File: src/rtl/serial_rx_ctrl.sv
// serial_rx_ctrl: assembles N_WORD 16-bit words from UART bytes and checks the trailing CRC-16.
// Optional inter-byte timeout enabled by defining RX_TIMEOUT_EN.
module serial_rx_ctrl #(
  parameter logic [7:0] N_WORD = 8'h01,
  parameter int TIMEOUT_CYC = 1000
) (
  input  logic        clk,
  input  logic        reset,
  input  logic [7:0]  byte_in,
  input  logic        rx_done,
  input  logic [15:0] crc_16,
  output logic [15:0] word_out,
  output logic [7:0]  data_select,
  output logic        word_wr,
  output logic        crc_en,
  output logic        reset_crc,
  output logic        frame_ok,
  output logic        frame_err,
  output logic        timeout,
  output logic        busy,
  output logic [2:0]  state
);
  localparam logic [2:0] IDLE = 3'd0, RX_HI = 3'd1, RX_LO = 3'd2, CRC_HI = 3'd3, CRC_LO = 3'd4;
  logic [2:0] state_q, state_d;
  logic rx_done_q;
  logic [7:0] hi_q, hi_d, crc_hi_q, crc_hi_d, idx_q, idx_d, data_select_q, data_select_d;
  logic [15:0] word_out_q, word_out_d;
  logic word_wr_q, word_wr_d, crc_en_q, crc_en_d, reset_crc_q, reset_crc_d;
  logic frame_ok_q, frame_ok_d, frame_err_q, frame_err_d, timeout_q, timeout_d;
  logic ev, last, wr, chk, tmo;
  assign ev = rx_done & ~rx_done_q;
  assign last = idx_q == N_WORD - 8'd1;
`ifdef RX_TIMEOUT_EN
  logic [15:0] cnt_q, cnt_d;
  assign cnt_d = (state_q == IDLE || ev) ? '0 : cnt_q + 16'd1;
  assign tmo = state_q != IDLE && !ev && cnt_q == 16'(TIMEOUT_CYC - 1);
  always_ff @(posedge clk)
    cnt_q <= reset ? '0 : cnt_d;
`else
  assign tmo = 1'b0;
`endif
  // edge register keeps sampling during reset so a level held across reset is not a new byte
  always_ff @(posedge clk) begin
    rx_done_q <= rx_done;
    if (reset) begin
      state_q       <= IDLE;
      hi_q          <= '0;
      crc_hi_q      <= '0;
      idx_q         <= '0;
      word_out_q    <= '0;
      data_select_q <= '0;
      word_wr_q     <= 1'b0;
      crc_en_q      <= 1'b0;
      reset_crc_q   <= 1'b1;
      frame_ok_q    <= 1'b0;
      frame_err_q   <= 1'b0;
      timeout_q     <= 1'b0;
    end else begin
      state_q       <= state_d;
      hi_q          <= hi_d;
      crc_hi_q      <= crc_hi_d;
      idx_q         <= idx_d;
      word_out_q    <= word_out_d;
      data_select_q <= data_select_d;
      word_wr_q     <= word_wr_d;
      crc_en_q      <= crc_en_d;
      reset_crc_q   <= reset_crc_d;
      frame_ok_q    <= frame_ok_d;
      frame_err_q   <= frame_err_d;
      timeout_q     <= timeout_d;
    end
  end
  always_comb begin
    state_d = tmo ? IDLE :
              !ev ? (state_q > CRC_LO ? IDLE : state_q) :
              (state_q == IDLE || state_q == RX_HI) ? RX_LO :
              state_q == RX_LO ? (last ? CRC_HI : RX_HI) :
              state_q == CRC_HI ? CRC_LO : IDLE;
  end
  always_comb begin
    wr            = ev && state_q == RX_LO;
    chk           = ev && state_q == CRC_LO;
    hi_d          = (ev && (state_q == IDLE || state_q == RX_HI)) ? byte_in : hi_q;
    crc_hi_d      = (ev && state_q == CRC_HI) ? byte_in : crc_hi_q;
    word_wr_d     = wr;
    word_out_d    = wr ? {hi_q, byte_in} : word_out_q;
    data_select_d = wr ? idx_q : data_select_q;
    idx_d         = state_d == IDLE ? '0 : wr ? (last ? '0 : idx_q + 8'd1) : idx_q;
    crc_en_d      = ev && (state_q == IDLE || state_q == RX_HI || state_q == RX_LO);
    frame_ok_d    = chk && {crc_hi_q, byte_in} == crc_16;
    frame_err_d   = (chk && {crc_hi_q, byte_in} != crc_16) || tmo;
    timeout_d     = tmo;
    reset_crc_d   = state_d == IDLE;
  end
  assign word_out    = word_out_q;
  assign data_select = data_select_q;
  assign word_wr     = word_wr_q;
  assign crc_en      = crc_en_q;
  assign reset_crc   = reset_crc_q;
  assign frame_ok    = frame_ok_q;
  assign frame_err   = frame_err_q;
  assign timeout     = timeout_q;
  assign busy        = state_q != IDLE;
  assign state       = state_q;
endmodule
File: config.mk
export PLATFORM = sky130hd
export DESIGN_NAME = serial_rx_ctrl
export DESIGN_NICKNAME = d
export VERILOG_FILES = /design/src/rtl/serial_rx_ctrl.sv
export SDC_FILE = /design/constraint.sdc
export NUM_CORES = 1
export LEC_CHECK = 0
export ABC_CLOCK_PERIOD_IN_PS = 3450
export BUFFER_PORTS_ARGS = -buffer_cell sky130_fd_sc_hd__buf_2
export CAP_MARGIN = 20
export CELL_PAD_IN_SITES_DETAIL_PLACEMENT = 0
export CELL_PAD_IN_SITES_GLOBAL_PLACEMENT = 1
export CORE_UTILIZATION = 40
export DETAILED_ROUTE_END_ITERATION = 12
export HOLD_SLACK_MARGIN = 0.05
export PLACE_DENSITY_LB_ADDON = 0.2
export SLEW_MARGIN = 0
export SYNTH_ARGS = -nofsm -noshare
export SYNTH_HDL_FRONTEND = slang
export SYNTH_SLANG_ARGS = --single-unit
File: constraint.sdc
create_clock -name clk -period 3.45 [get_ports clk]
set_clock_uncertainty 0.05 [all_clocks]
set_input_delay 0.1725 -clock clk [delete_from_list [all_inputs] [get_ports clk]]
set_output_delay 0.1725 -clock clk [all_outputs]
set_load 0.03 [all_outputs]
==> run summary, run 1 <==
maximum clock insertion buffer count: 2
Avg Inst Size Synth: 8.38 µm²
via count: 1982
Worst slew margin: 36.8%
GRT Util Overall: 18.4%
RSZ-0062 raised after global routing: no
Power Internal: 1080 µW
library cell with the largest summed area after synthesis: dfxtp_1
CP startpoint kind: flop
# clock sinks: 57
CORE AREA: 5510 µm²
arrival time of the worst setup path: 2.18 ns
share of cells above drive strength 1: 23.4%
pwr/cell area: 498 nW/µm²
register area: 1140 µm²
Synth Net Count: 302
Clock Latency Late Sink: 0.33 ns
Die X: 77.6 µm
Power Total: 1410 µW
critical path type: reg2reg
area grow syn2layout: 24.1%
Clock Pin Slew Worst Setup and Hold Paths: 0.06 ns
clock share of power: 44.1%
EDFF count, synth: 0
multi-input logic area: 1050 µm²
io pins: 61
YS warnings: 0
Antenna Cells: 0
global placer's final weighted congestion: 0.798
TritonCTS buffer count: 9
MaxCap Viol Count: 0
Iter 0 DRT Violations: 113
status: finished with violations
synth unique cells: 31
fraction of registers with async set/reset: 0%
vias in the first global route: 1744
Die H: 77.6 µm
switching share of power: 23.9%
CP endpoint kind: flop
Netlist Area Pre-Place: 2290 µm²
Fin Setup TNS: 0 ns
final slew viol count: 0
row count: 27
final WL: 5180 µm
Mapped Cells: 273
top_reg_cell synth: dfxtp_1
Hold Crit Class: in2reg
fmax: 0.494 GHz
Final Hold Viols: 0
Inst Count DP: 389
met2 usage: 28.1%
Final Critical Period: 2.02 ns
Initial DRT Pass Iterations: 8
share of the synthesized area in the top cell type: 49.9%
Peak VDD IR: 0.000228 V
fillcell total: 576
Post-synth top cells: nand2_1 (71), dfxtp_1 (57), a21oi_1 (36), nor2_1 (23), xor2_1 (17)
grt met1 use: 24.1%
CTS tree: built
Critical Path Fanout Max: 27
Overflow after GRT: 0
flops & latches, synth: 57
first-pass GRT wire length: 8470 µm
initial core utilization: 41.5%
Final nets: 359
initial antenna violation count: 0
clock root buffer: clkbuf_8
DP Wirelength: 3430 µm
most numerous cell in the Yosys netlist: nand2_1
H-tree lvl count: 3
failing checks: design-rule violations
# port buffers: 59
Static Leakage: 0.00116 µW
final setup fails: 0
die footprint: 6020 µm²
antenna-violating nets left: 0
fin crit share: 58.7%
Worst Tran Pin Value: 0.940 ns
DR DRC count: 2
WP data required: 3.61 ns
postcts setup bufs: 0
Flop pwr share: 47.9%
final non-filler cell total: 406
global route hottest layer: met2
Logic pwr share: 8.0%
Psw: 339 µW
largest cells by area after synthesis: dfxtp_1 (50%), nand2_1 (12%), a21oi_1 (7.9%)
average wire per standard cell: 12.8 µm
largest net degree at the start of global routing: 48
Seq/Total Area, Yosys: 49.9%
met3 Use GR: 3.53%
DR vias/cell: 4.88
## repair_timing
action | CTS | global route
endpoints found under the hold margin | 1 | 0
hold buffers | 1 | 0
gates resized for setup | 0 | 0
## final cells by class
| cell class | count | area share [%] |
|---|---|---|
| sequential | 57 | 40.2 |
| multi-input combinational | 196 | 37.1 |
| timing repair buffer | 63 | 12.3 |
| clock buffer | 12 | 5.47 |
| tap | 72 | 3.17 |
| clock inverter | 3 | 1.41 |
| inverter | 3 | 0.397 |
## flip-flops by register name, indices dropped and copies added (netlist names), 3 cells and up
register     cells
word_out        16
crc_hi_q         8
data_select      8
hi_q             8
idx_q            8
state            3
## per-stage QoR
stage	hold WS, ns	setup slack [ns]	area [µm²]	utilization (%)
5_1_grt	0.0856	1.27	2840	51.5
3_3_place_gp	0.265	1.25	2610	47.3
3_5_place_dp	0.265	1.15	2610	47.3
6_report	0.0814	1.43	2840	51.5
4_1_cts	0.0660	1.12	2810	51.0
2_1_floorplan	0.150	1.71	2290	-
## cell usage in the layout (no fill, tap or decap), drive strengths merged, types with 4 or more instances in the layout
cell type,n
a21oi,36
buf,62
clkbuf,12
dfxtp,57
mux2i,8
nand2,71
nor2,24
nor3,7
nor4,4
xnor2,6
xor2,17
## power by group through the flow
stage	Clock (µW)	Combinational [µW]	Sequential [µW]
final	624	113	678
after global routing	662	124	679
after CTS	636	111	678
after detailed placement	0	110	692
after global placement	0	110	692
after floorplan	0	57.0	704
## cell families (layout without fill, tap and decap cells)
family | after synthesis | in the layout | synth area share (%)
AO/OA/AOI/OAI | 40 | 40 | 9.46
buffers and inverters | 20 | 81 | 4.10
other | 1 | 1 | 0.164
multiplexers | 8 | 8 | 3.50
XOR/XNOR | 23 | 23 | 8.81
flip-flops | 57 | 57 | 49.9
AND/OR/NAND/NOR | 122 | 122 | 23.0
adder cells (fa/ha/maj) | 2 | 2 | 1.09
## critical path: stages (launching register included)
cell       delay (ns)
dfxtp_1          0.45
nand4bb_1        0.37
or2_1            0.44
buf_16           0.21
o221ai_2         0.30
nor2_1           0.09
## layer usage
layer	wire length (µm)	vias up
li1	-	1012
met1	2520	910
met2	2370	52
met3	214	8
met4	76	0
met5	0	-
## final timing paths
| kind | slack (ns) | to | depth (start not counted) | from |
|---|---|---|---|---|
| setup / recovery | 1.43 | idx_q[5] | 5 | state[1] |
| hold / removal | 0.08 | word_out[2] | 3 | byte_in[2] |
| setup reg to reg | 1.43 | idx_q[5] | 5 | state[1] |
| hold reg to reg | 0.39 | word_out[15] | 2 | hi_q[7] |
(Power assumes the default switching activity.)
==> run 2: changes to the inputs <==
Settings changed: ABC_CLOCK_PERIOD_IN_PS 3450 to 1900, CORE_UTILIZATION 40 to 38.
Clock period 3.45 ns to 1.9 ns, I/O delays scaled along.
==> run summary, run 2 (synthesis gave the netlist of run 1 again) <==
final non-filler cell total: 420
initial core utilization: 40.5%
WP data required: 2.06 ns
Die H: 79.6 µm
largest net degree at the start of global routing: 35
slowest cell on the critical path: dfxtp_1
fmax: 0.630 GHz
pwr/cell area: 867 nW/µm²
CP endpoint kind: flop
Clock Pin Slew Worst Setup and Hold Paths: 0.06 ns
maximum clock insertion buffer count: 2
DR vias/cell: 4.86
Worst R2R Path Depth: 4
most frequent cells in the layout: nand2_1 (71), buf_2 (59), dfxtp_1 (57)
share of cells above drive strength 1: 23.6%
final slew viol count: 0
Overflow after GRT: 0
CORE AREA: 5640 µm²
Peak VDD IR: 0.000497 V
# clock sinks: 57
io pins: 61
vias in the first global route: 1933
final WL: 5210 µm
average wire per standard cell: 12.4 µm
Critical Path Fanout Max: 10
clock root buffer: clkbuf_8
global placer's final weighted congestion: 0.764
H-tree lvl count: 3
via count: 2040
Largest register FFs: 16
worst hold endpoint: data_select[2]
RSZ-0062 raised after global routing: no
Inst Count DP: 395
Initial DRT Pass Iterations: 4
CP Buf/Inv Count: 0
row count: 27
final setup fails: 0
antenna-violating nets left: 0
DP Wirelength: 3620 µm
critical path type: reg2reg
Iter 0 DRT Violations: 85
area grow syn2layout: 28.1%
arrival time of the worst setup path: 1.75 ns
Final nets: 372
Hold Crit Depth: 2
CP startpoint kind: flop
Final Critical Period: 1.59 ns
DR DRC count: 0
Clock Latency Late Sink: 0.33 ns
status: finished clean
Antenna Cells: 0
CTS tree: built
Die X: 79.6 µm
crit-path cells: nand4bb_1, or2_1, o221ai_2, nor2_1
die footprint: 6330 µm²
Fin Setup TNS: 0 ns
MaxCap Viol Count: 0
fin crit share: 83.5%
initial antenna violation count: 0
Static Leakage: 0.00121 µW
GRT Util Overall: 18.6%
hold wc startpoint: reset
first-pass GRT wire length: 8910 µm
# port buffers: 59
Final Hold Viols: 0
CP delay by family, top: simple AND/OR/NAND/NOR gates
Hold Crit Class: in2reg
FF-to-FF Start: state[1]
Worst R2R End: idx_q[4]
commonest non-fill, non-tap cell in the layout: nand2_1
R2R setup slack: 0.31 ns
worst stage delay on the critical path: 0.45 ns
TritonCTS buffer count: 9
==> run 2: final cells by class <==
type                    count  area, µm²
fillers                   568       2710
flip-flops and latches     57       1140
multi-input cells         196       1050
repair buffers             76        445
clock buffers              13        149
well taps                  72       90.1
clock inverters             3       40.0
inverters                   3       11.3
==> run 2: per-layer routing <==
| metal | GRT usage, % | up-vias | wire length [µm] |
|---|---|---|---|
| li1 | - | 1032 | - |
| met1 | 22.5 | 944 | 2380 |
| met2 | 29.9 | 56 | 2400 |
| met3 | 7.20 | 8 | 343 |
| met4 | 6.18 | 0 | 81 |
| met5 | 0 | - | 0 |
==> run 2: what timing repair did <==
item | in CTS | in global routing
hold buffers | 9 | 0
endpoints found under the hold margin | 24 | 0
endpoints found under the setup margin | 0 | 0
setup buffers | 0 | 0
resized for setup | 0 | 0
==> run 2: how the worst max path moves through the flow <==
| stage | startpoint | end | slack [ns] | cells after the start |
|---|---|---|---|---|
| 2_1_floorplan | state[1] | data_select[0] | 0.16 | 7 |
| 3_3_place_gp | rx_done_q | idx_q[0] | 0.39 | 4 |
| 3_5_place_dp | state[1] | idx_q[4] | 0.33 | 4 |
| 4_1_cts | state[1] | idx_q[4] | 0.32 | 4 |
| 5_1_grt | state[1] | idx_q[4] | 0.16 | 4 |
| 6_report | state[1] | idx_q[4] | 0.31 | 4 |
==> run 2: power by group <==
part / switching (µW) / internal [µW]
registers: 12.8 / 1220
logic: 136 / 83.4
clock network: 451 / 638
==> run 2: worst reg2reg max path, stage by stage (launching register included) <==
cell       delay (ns)
dfxtp_1          0.45
nand4bb_1        0.15
or2_1            0.36
o221ai_2         0.36
nor2_1           0.09
==> run 2: per-stage QoR <==
stage | power (µW) | setup slack (ns) | util, % | hold slack (ns) | instance area, µm²
floorplan | 1380 | 0.162 | - | 0.0727 | 2290
global placement | 1460 | 0.386 | 47.0 | 0.180 | 2650
detailed placement | 1460 | 0.326 | 47.0 | 0.180 | 2650
CTS | 2580 | 0.316 | 51.9 | 0.0651 | 2930
global route | 2640 | 0.163 | 51.9 | 0.0833 | 2930
finish | 2540 | 0.313 | 51.9 | 0.0760 | 2930
